$ cat src/rtl/time_param_pkg.sv
// Shared types and constants for the programmable-time countdown timer.
package time_param_pkg;

    typedef enum logic {
        IDLE = 1'b0,
        RUN  = 1'b1
    } state_t;

    localparam int BASE = 0;
    localparam int EXT  = 1;
    localparam int YEL  = 2;

    localparam logic [3:0] DEF_BASE = 4'd6;
    localparam logic [3:0] DEF_EXT  = 4'd3;
    localparam logic [3:0] DEF_YEL  = 4'd2;

    // Index 0 occupies the least-significant nibble.
    localparam logic [11:0] DEF_BANK = {DEF_YEL, DEF_EXT, DEF_BASE};

endpackage

$ cat src/rtl/time_param_bank.sv
// Programmable time-parameter register bank with restore, write and read mux.
// Define TIME_PARAM_ZERO_GUARD_EN to reject writes of zero to any parameter.
module time_param_bank
    import time_param_pkg::*;
#(
    parameter int TW     = 4,
    parameter int NPARAM = 3,
    parameter int SW     = $clog2(NPARAM + 1),
    parameter logic [NPARAM*TW-1:0] DEFAULTS = DEF_BANK
) (
    input  logic          clk,
    input  logic          rst_n,
    input  logic          wr_en,
    input  logic [SW-1:0] wr_sel,
    input  logic [TW-1:0] wr_value,
    input  logic [SW-1:0] rd_sel,
    output logic [TW:0]   rd_value,
    output logic          reject
);

    localparam logic [SW-1:0] NP_CODE = SW'(NPARAM);

    logic [TW-1:0] params [NPARAM];
    logic          zero_reject;
    logic          sel_reject;

`ifdef TIME_PARAM_ZERO_GUARD_EN
    assign zero_reject = (wr_sel != '0) && (wr_sel <= NP_CODE) && (wr_value == '0);
`else
    assign zero_reject = 1'b0;
`endif

    assign sel_reject = wr_sel > NP_CODE;
    assign reject     = wr_en && (sel_reject || zero_reject);

    // NOTE: the bank is only a handful of flops, so every entry is reset to its
    // default; a large RAM-style bank would normally be left unreset.
    always_ff @(posedge clk or negedge rst_n) begin
        if (!rst_n) begin
            for (int k = 0; k < NPARAM; k++) params[k] <= DEFAULTS[k*TW +: TW];
        end else if (wr_en && !sel_reject && !zero_reject) begin
            if (wr_sel == '0) begin
                for (int k = 0; k < NPARAM; k++) params[k] <= DEFAULTS[k*TW +: TW];
            end else begin
                for (int k = 0; k < NPARAM; k++) begin
                    if (wr_sel == SW'(k + 1)) params[k] <= wr_value;
                end
            end
        end
    end

    // Reads see the current (pre-write) contents, so a same-cycle load gets the old value.
    // NOTE: rd_value is defaulted first so no path through the loop can infer a latch.
    always_comb begin
        rd_value = '0;
        if (rd_sel == NP_CODE) begin
            rd_value = {params[BASE], 1'b0};
        end else begin
            for (int k = 0; k < NPARAM; k++) begin
                if (rd_sel == SW'(k)) rd_value = {1'b0, params[k]};
            end
        end
    end

endmodule

$ cat src/rtl/time_param_timer.sv
// Tick-driven countdown timer loading from a programmable parameter bank.
// Optional TIME_PARAM_ZERO_GUARD_EN (in time_param_bank) rejects zero writes.
module time_param_timer
    import time_param_pkg::*;
#(
    parameter int TW     = 4,
    parameter int NPARAM = 3,
    parameter logic [NPARAM*TW-1:0] DEFAULTS = DEF_BANK,
    localparam int SW    = $clog2(NPARAM + 1)
) (
    input  logic          clk,
    input  logic          rst_n,
    input  logic          tick,
    input  logic          prog_valid,
    input  logic [SW-1:0] prog_sel,
    input  logic [TW-1:0] prog_value,
    output logic          prog_ready,
    input  logic          start,
    input  logic [SW-1:0] interval,
    input  logic          cancel,
    output logic          busy,
    output logic [TW:0]   remaining,
    output logic          expired,
    output logic          err
);

    localparam logic [SW-1:0] NP_CODE = SW'(NPARAM);
    localparam logic [TW:0]   ONE     = (TW + 1)'(1);

    state_t      state_q, state_d;
    logic [TW:0] remaining_q, remaining_d;
    logic        expired_q, expired_d;
    logic        err_q;
    logic        ready_q;
    logic [TW:0] load_value;
    logic        bank_reject;
    logic        wr_en;
    logic        start_ok;
    logic        start_bad;

    assign wr_en     = prog_valid && ready_q;
    assign start_ok  = start && (interval <= NP_CODE);
    assign start_bad = start && (interval > NP_CODE);

    time_param_bank #(
        .TW       (TW),
        .NPARAM   (NPARAM),
        .SW       (SW),
        .DEFAULTS (DEFAULTS)
    ) u_bank (
        .clk      (clk),
        .rst_n    (rst_n),
        .wr_en    (wr_en),
        .wr_sel   (prog_sel),
        .wr_value (prog_value),
        .rd_sel   (interval),
        .rd_value (load_value),
        .reject   (bank_reject)
    );

    // Priority: cancel, then a legal start, then a tick while running.
    always_comb begin
        state_d     = state_q;
        remaining_d = remaining_q;
        expired_d   = 1'b0;
        if (cancel) begin
            state_d     = IDLE;
            remaining_d = '0;
        end else if (start_ok) begin
            state_d     = RUN;
            remaining_d = load_value;
        end else if (state_q == RUN && tick) begin
            if (remaining_q <= ONE) begin
                state_d     = IDLE;
                remaining_d = '0;
                expired_d   = 1'b1;
            end else begin
                remaining_d = remaining_q - ONE;
            end
        end
    end

    // NOTE: state is updated with non-blocking assignments so every flop samples
    // the pre-edge values regardless of statement order.
    always_ff @(posedge clk or negedge rst_n) begin
        if (!rst_n) begin
            state_q     <= IDLE;
            remaining_q <= '0;
            expired_q   <= 1'b0;
            err_q       <= 1'b0;
            ready_q     <= 1'b0;
        end else begin
            state_q     <= state_d;
            remaining_q <= remaining_d;
            expired_q   <= expired_d;
            err_q       <= bank_reject || start_bad;
            ready_q     <= 1'b1;
        end
    end

    assign busy       = (state_q == RUN);
    assign remaining  = remaining_q;
    assign expired    = expired_q;
    assign err        = err_q;
    assign prog_ready = ready_q;

endmodule
$ cat config.mk
export PLATFORM = sky130hd
export DESIGN_NAME = time_param_timer
export DESIGN_NICKNAME = d
export VERILOG_FILES = /design/src/rtl/time_param_pkg.sv /design/src/rtl/time_param_bank.sv /design/src/rtl/time_param_timer.sv
export SDC_FILE = /design/constraint.sdc
export NUM_CORES = 1
export LEC_CHECK = 0
export ABC_CLOCK_PERIOD_IN_PS = 1300
export CORE_MARGIN = 1
export CORE_UTILIZATION = 42
export CTS_BUF_LIST = sky130_fd_sc_hd__clkbuf_8
export CTS_CLUSTER_SIZE = 30
export DETAILED_ROUTE_END_ITERATION = 7
export HOLD_SLACK_MARGIN = 0.03
export PLACE_DENSITY = 0.76
export SLEW_MARGIN = 20
export SYNTH_ARGS = -nofsm -noshare
export SYNTH_HDL_FRONTEND = slang
export SYNTH_HIERARCHICAL = 1
export SYNTH_SLANG_ARGS = --single-unit
$ cat constraint.sdc
create_clock -name clk -period 1.3 [get_ports clk]
set_input_delay 0.26 -clock clk [delete_from_list [all_inputs] [get_ports clk]]
set_output_delay 0.26 -clock clk [all_outputs]
set_load 0.01 [all_outputs]
==> flow_metrics.env, run 1 <==
export IMPL_synth_distinct_cells=43
export IMPL_synth_edf_count=0
export IMPL_path_max_fanout=2
export IMPL_first_pass_iters=6
export IMPL_cts_buffers=3
export IMPL_grtUsageTotal=0.199
export IMPL_worstRegToRegCells=4
export IMPL_cts_sinks=21
export IMPL_place_gp_congestion=0.803
export IMPL_worst_path_max_delay_cell="mux4_2"
export IMPL_drive_above_1_share=0.423
export IMPL_die_w_um=57.9
export IMPL_ant_nets=0
export IMPL_cellLeakagePower_nw=0.913
export IMPL_viasPerCell=5.34
export IMPL_hold_buffers=0
export IMPL_slowest_delay_ps=450
export IMPL_rsz0062_at_grt="true"
export IMPL_irDropWorstVdd_mv=0.481
export IMPL_cp_cell_sequence="mux4_2 > or2b_1 > a22oi_2 > nor2_1"
export IMPL_route_detailed_drc=3
export IMPL_final_max_slew_viol_count=0
export IMPL_stdcell_area_um2=1960
export IMPL_finalHoldViolCount=0
export IMPL_critPathCaptureType="flip-flop"
export IMPL_grt_pass1_wl_mm=5.07
export IMPL_cap_violations=0
export IMPL_grt_overflow=0
export IMPL_htreeDepth=1
export IMPL_rows=19
export IMPL_yosys_warnings=6
export IMPL_vias=1138
export IMPL_syn2layout_area_growth_pct=49.9
export IMPL_setup_viol=4
export IMPL_fin_crit_sh=1.08
export IMPL_hp_class="in2reg"
export IMPL_first_global_vias=1199
export IMPL_status="complete, but fails checks"
export IMPL_antenna_found_initial=0
export IMPL_port_buffers=22
export IMPL_drt_wirelength_per_cell_um=14.2
export IMPL_synth_seq_cells=21
export IMPL_wl_mm=3.03
export IMPL_pwr_density_cell_nw_per_um2=1110
export IMPL_min_to="expired"
export IMPL_worstHoldStart="start"
export IMPL_worst_ep_arrival_time_ps=1570
export IMPL_die_h_um=57.9
export IMPL_synth_ff_type="dfrtp_1"
export IMPL_timing_critical_path_buf_inv=0
export IMPL_cts_tree="built"
export IMPL_avgSynthCellArea_um2=10.4
export IMPL_clock_skew_ps=3.25
export IMPL_final_nets=202
export IMPL_setup_tns_ps=-223
export IMPL_die_area_um2=3350
export IMPL_r2r_slack_ps=-110
export IMPL_netlist_instances=126
export IMPL_ioPinCount=23
export IMPL_insertion_delay_ps=270
export IMPL_netlist_area_um2=1310
export IMPL_min_period_ps=1410
export IMPL_required_ps=1460
export IMPL_min_path_cells=2
export IMPL_grt_start_max_net_pins=22
export IMPL_path_class="reg2reg"
export IMPL_path_clk_slew_ps=80
export IMPL_placed_cell_area_um2=1800
export IMPL_syn_nets=145
export IMPL_start_util=0.459
export IMPL_start_kind="flip-flop"
export IMPL_drtIter0Drc=31
export IMPL_path_delay_family="multiplexers"
export IMPL_finalPower_mw=2.18
export IMPL_timing_final_ws_setup_ps=-109
export IMPL_core_area_um2=2850
export IMPL_violations="DRC, setup timing"
export IMPL_r2r_start="u_bank/params[3]"
export IMPL_cts_root_buf="clkbuf_8"
export IMPL_clock_path_buffers=2
export IMPL_diodes=0
export IMPL_post_dp_hpwl_mm=2.22
export IMPL_rr_endpoint="remaining[3]"
export IMPL_ys_async_sr_fraction=1.00
export IMPL_fmax_mhz=710
export IMPL_yosysSeqAreaShare=0.406
[worst max-delay path by stage]
| stage | from | to | slack, ps | cells after the start |
|---|---|---|---|---|
| after global placement | interval[0] | remaining[3] | -610 | 5 |
| after CTS | u_bank/params[3] | remaining[3] | -110 | 4 |
| after detailed placement | interval[0] | remaining[3] | -630 | 5 |
| final | u_bank/params[3] | remaining[3] | -110 | 4 |
| after global routing | u_bank/params[3] | remaining[3] | -190 | 4 |
| after floorplan | u_bank/params[11] | remaining[3] | -50 | 4 |
[final cells by class]
class                           count  area (um2)
Clock buffer                        3        41.3
Clock inverter                      1        5.00
Fill cell                         228         890
Inverter                           11        43.8
Multi-Input combinational cell     90         802
Sequential cell                    21         534
Tap cell                           31        38.8
Timing Repair Buffer               56         498
[flip-flops by register name, indices dropped and copies added, names as in the netlist]
signal,count
u_bank/params,12
expired,1
prog_ready,1
busy,1
err,1
remaining,5
[where the power goes]
| part | leakage (nW) | switching [mW] | internal, mW | total (mW) |
|---|---|---|---|---|
| Combinational | 0.647 | 0.381 | 0.502 | 0.883 |
| Clock | 0.0255 | 0.230 | 0.214 | 0.444 |
| Sequential | 0.241 | 0.0820 | 0.773 | 0.855 |
[cell usage in the layout, fill, tap and decap left out, types with 2 or more instances in the layout]
cell type        netlist  final
dfrtp_2                0      2
buf_4                  1     30
conb_1                 2      2
nand2_1                4      3
o221ai_1               2      2
and2b_1                3      3
dfstp_2                5      5
mux2_4                 0      2
ha_1                   5      2
a22oi_2                0      2
nand2b_1               2      2
nand3_1                3      2
inv_1                 11      7
dfrtp_1               16     14
a21oi_2                1      2
nor2b_1                5      3
or3b_2                 2      2
mux4_2                 0      2
nor3_2                 3      2
and4bb_2               2      2
ha_4                   0      2
nor2_1                13     13
buf_6                  3      2
inv_2                  0      3
xor2_1                 2      2
clkbuf_8               0      3
mux2i_1                2      2
or2b_1                 2      2
clkdlybuf4s50_1        0      8
nor3_1                 7      7
dlygate4sd2_1          0     10
clkdlybuf4s15_1        0      3
a311oi_1               2      2
buf_12                 0      2
[cells in the mapped netlist (2+ instances only)]
cell type | n | share of area
nand2_1 | 4 | 0.011
a311oi_1 | 2 | 0.013
mux2i_1 | 2 | 0.015
and2b_1 | 3 | 0.017
or2b_1 | 2 | 0.011
nor3b_1 | 2 | 0.011
ha_1 | 5 | 0.048
and4bb_2 | 2 | 0.019
or3b_2 | 2 | 0.013
mux4_1 | 3 | 0.060
inv_1 | 11 | 0.032
nor2b_1 | 5 | 0.024
dfstp_2 | 5 | 0.10
buf_6 | 3 | 0.026
nand2b_1 | 2 | 0.0095
xor2_1 | 2 | 0.013
a22oi_1 | 3 | 0.017
nor3_2 | 3 | 0.023
nand3_1 | 3 | 0.011
o221ai_1 | 2 | 0.013
dfrtp_1 | 16 | 0.31
nor3_1 | 7 | 0.027
conb_1 | 2 | 0.0057
nor2_1 | 13 | 0.037
mux2_2 | 3 | 0.026
a21oi_1 | 2 | 0.0076
[metal layers]
layer | GRT usage | wire length (um) | share of wire
met2 | 0.358 | 1650 | 0.55
met1 | 0.231 | 1240 | 0.41
met5 | 0 | 0 | 0
met3 | 0.0268 | 99 | 0.033
met4 | 0.102 | 39 | 0.013
[through the flow]
stage               hold WS [ps]  cells  utilization  worst slack (ps)
global placement             461    206        0.631              -615
global route                 327    213        0.688              -189
detailed placement           475    206        0.631              -628
finish                       310    213        0.688              -109
floorplan                  -35.6    126            -             -49.8
CTS                          338    212        0.664              -109
[what timing repair did]
action | 4_1_cts | 5_1_grt
gates resized for setup | 27 | 15
pin swaps | 6 | 10
endpoints found under the setup margin | 27 | 11
buffers inserted | 2 | 1
[cell families (layout without fill, tap and decap cells)]
group	after synthesis	in the layout	synth area share
other	2	2	0.00573
muxes	8	8	0.101
DFF	21	21	0.406
buffers and inverters	15	71	0.0630
and+or+nand+nor	55	55	0.257
AOI/OAI and AO/OA	18	18	0.106
adders and majority gates	5	5	0.0478
xor gates and xnor gates	2	2	0.0134
Note: power is estimated with default switching activity, not from simulation.
==> inputs of run 2 (changes only) <==
Settings changed: ABC_CLOCK_PERIOD_IN_PS 1300 to unset.
==> results of run 2 <==
Same layout as run 1: the final DEF is identical, and so are final timing and power.
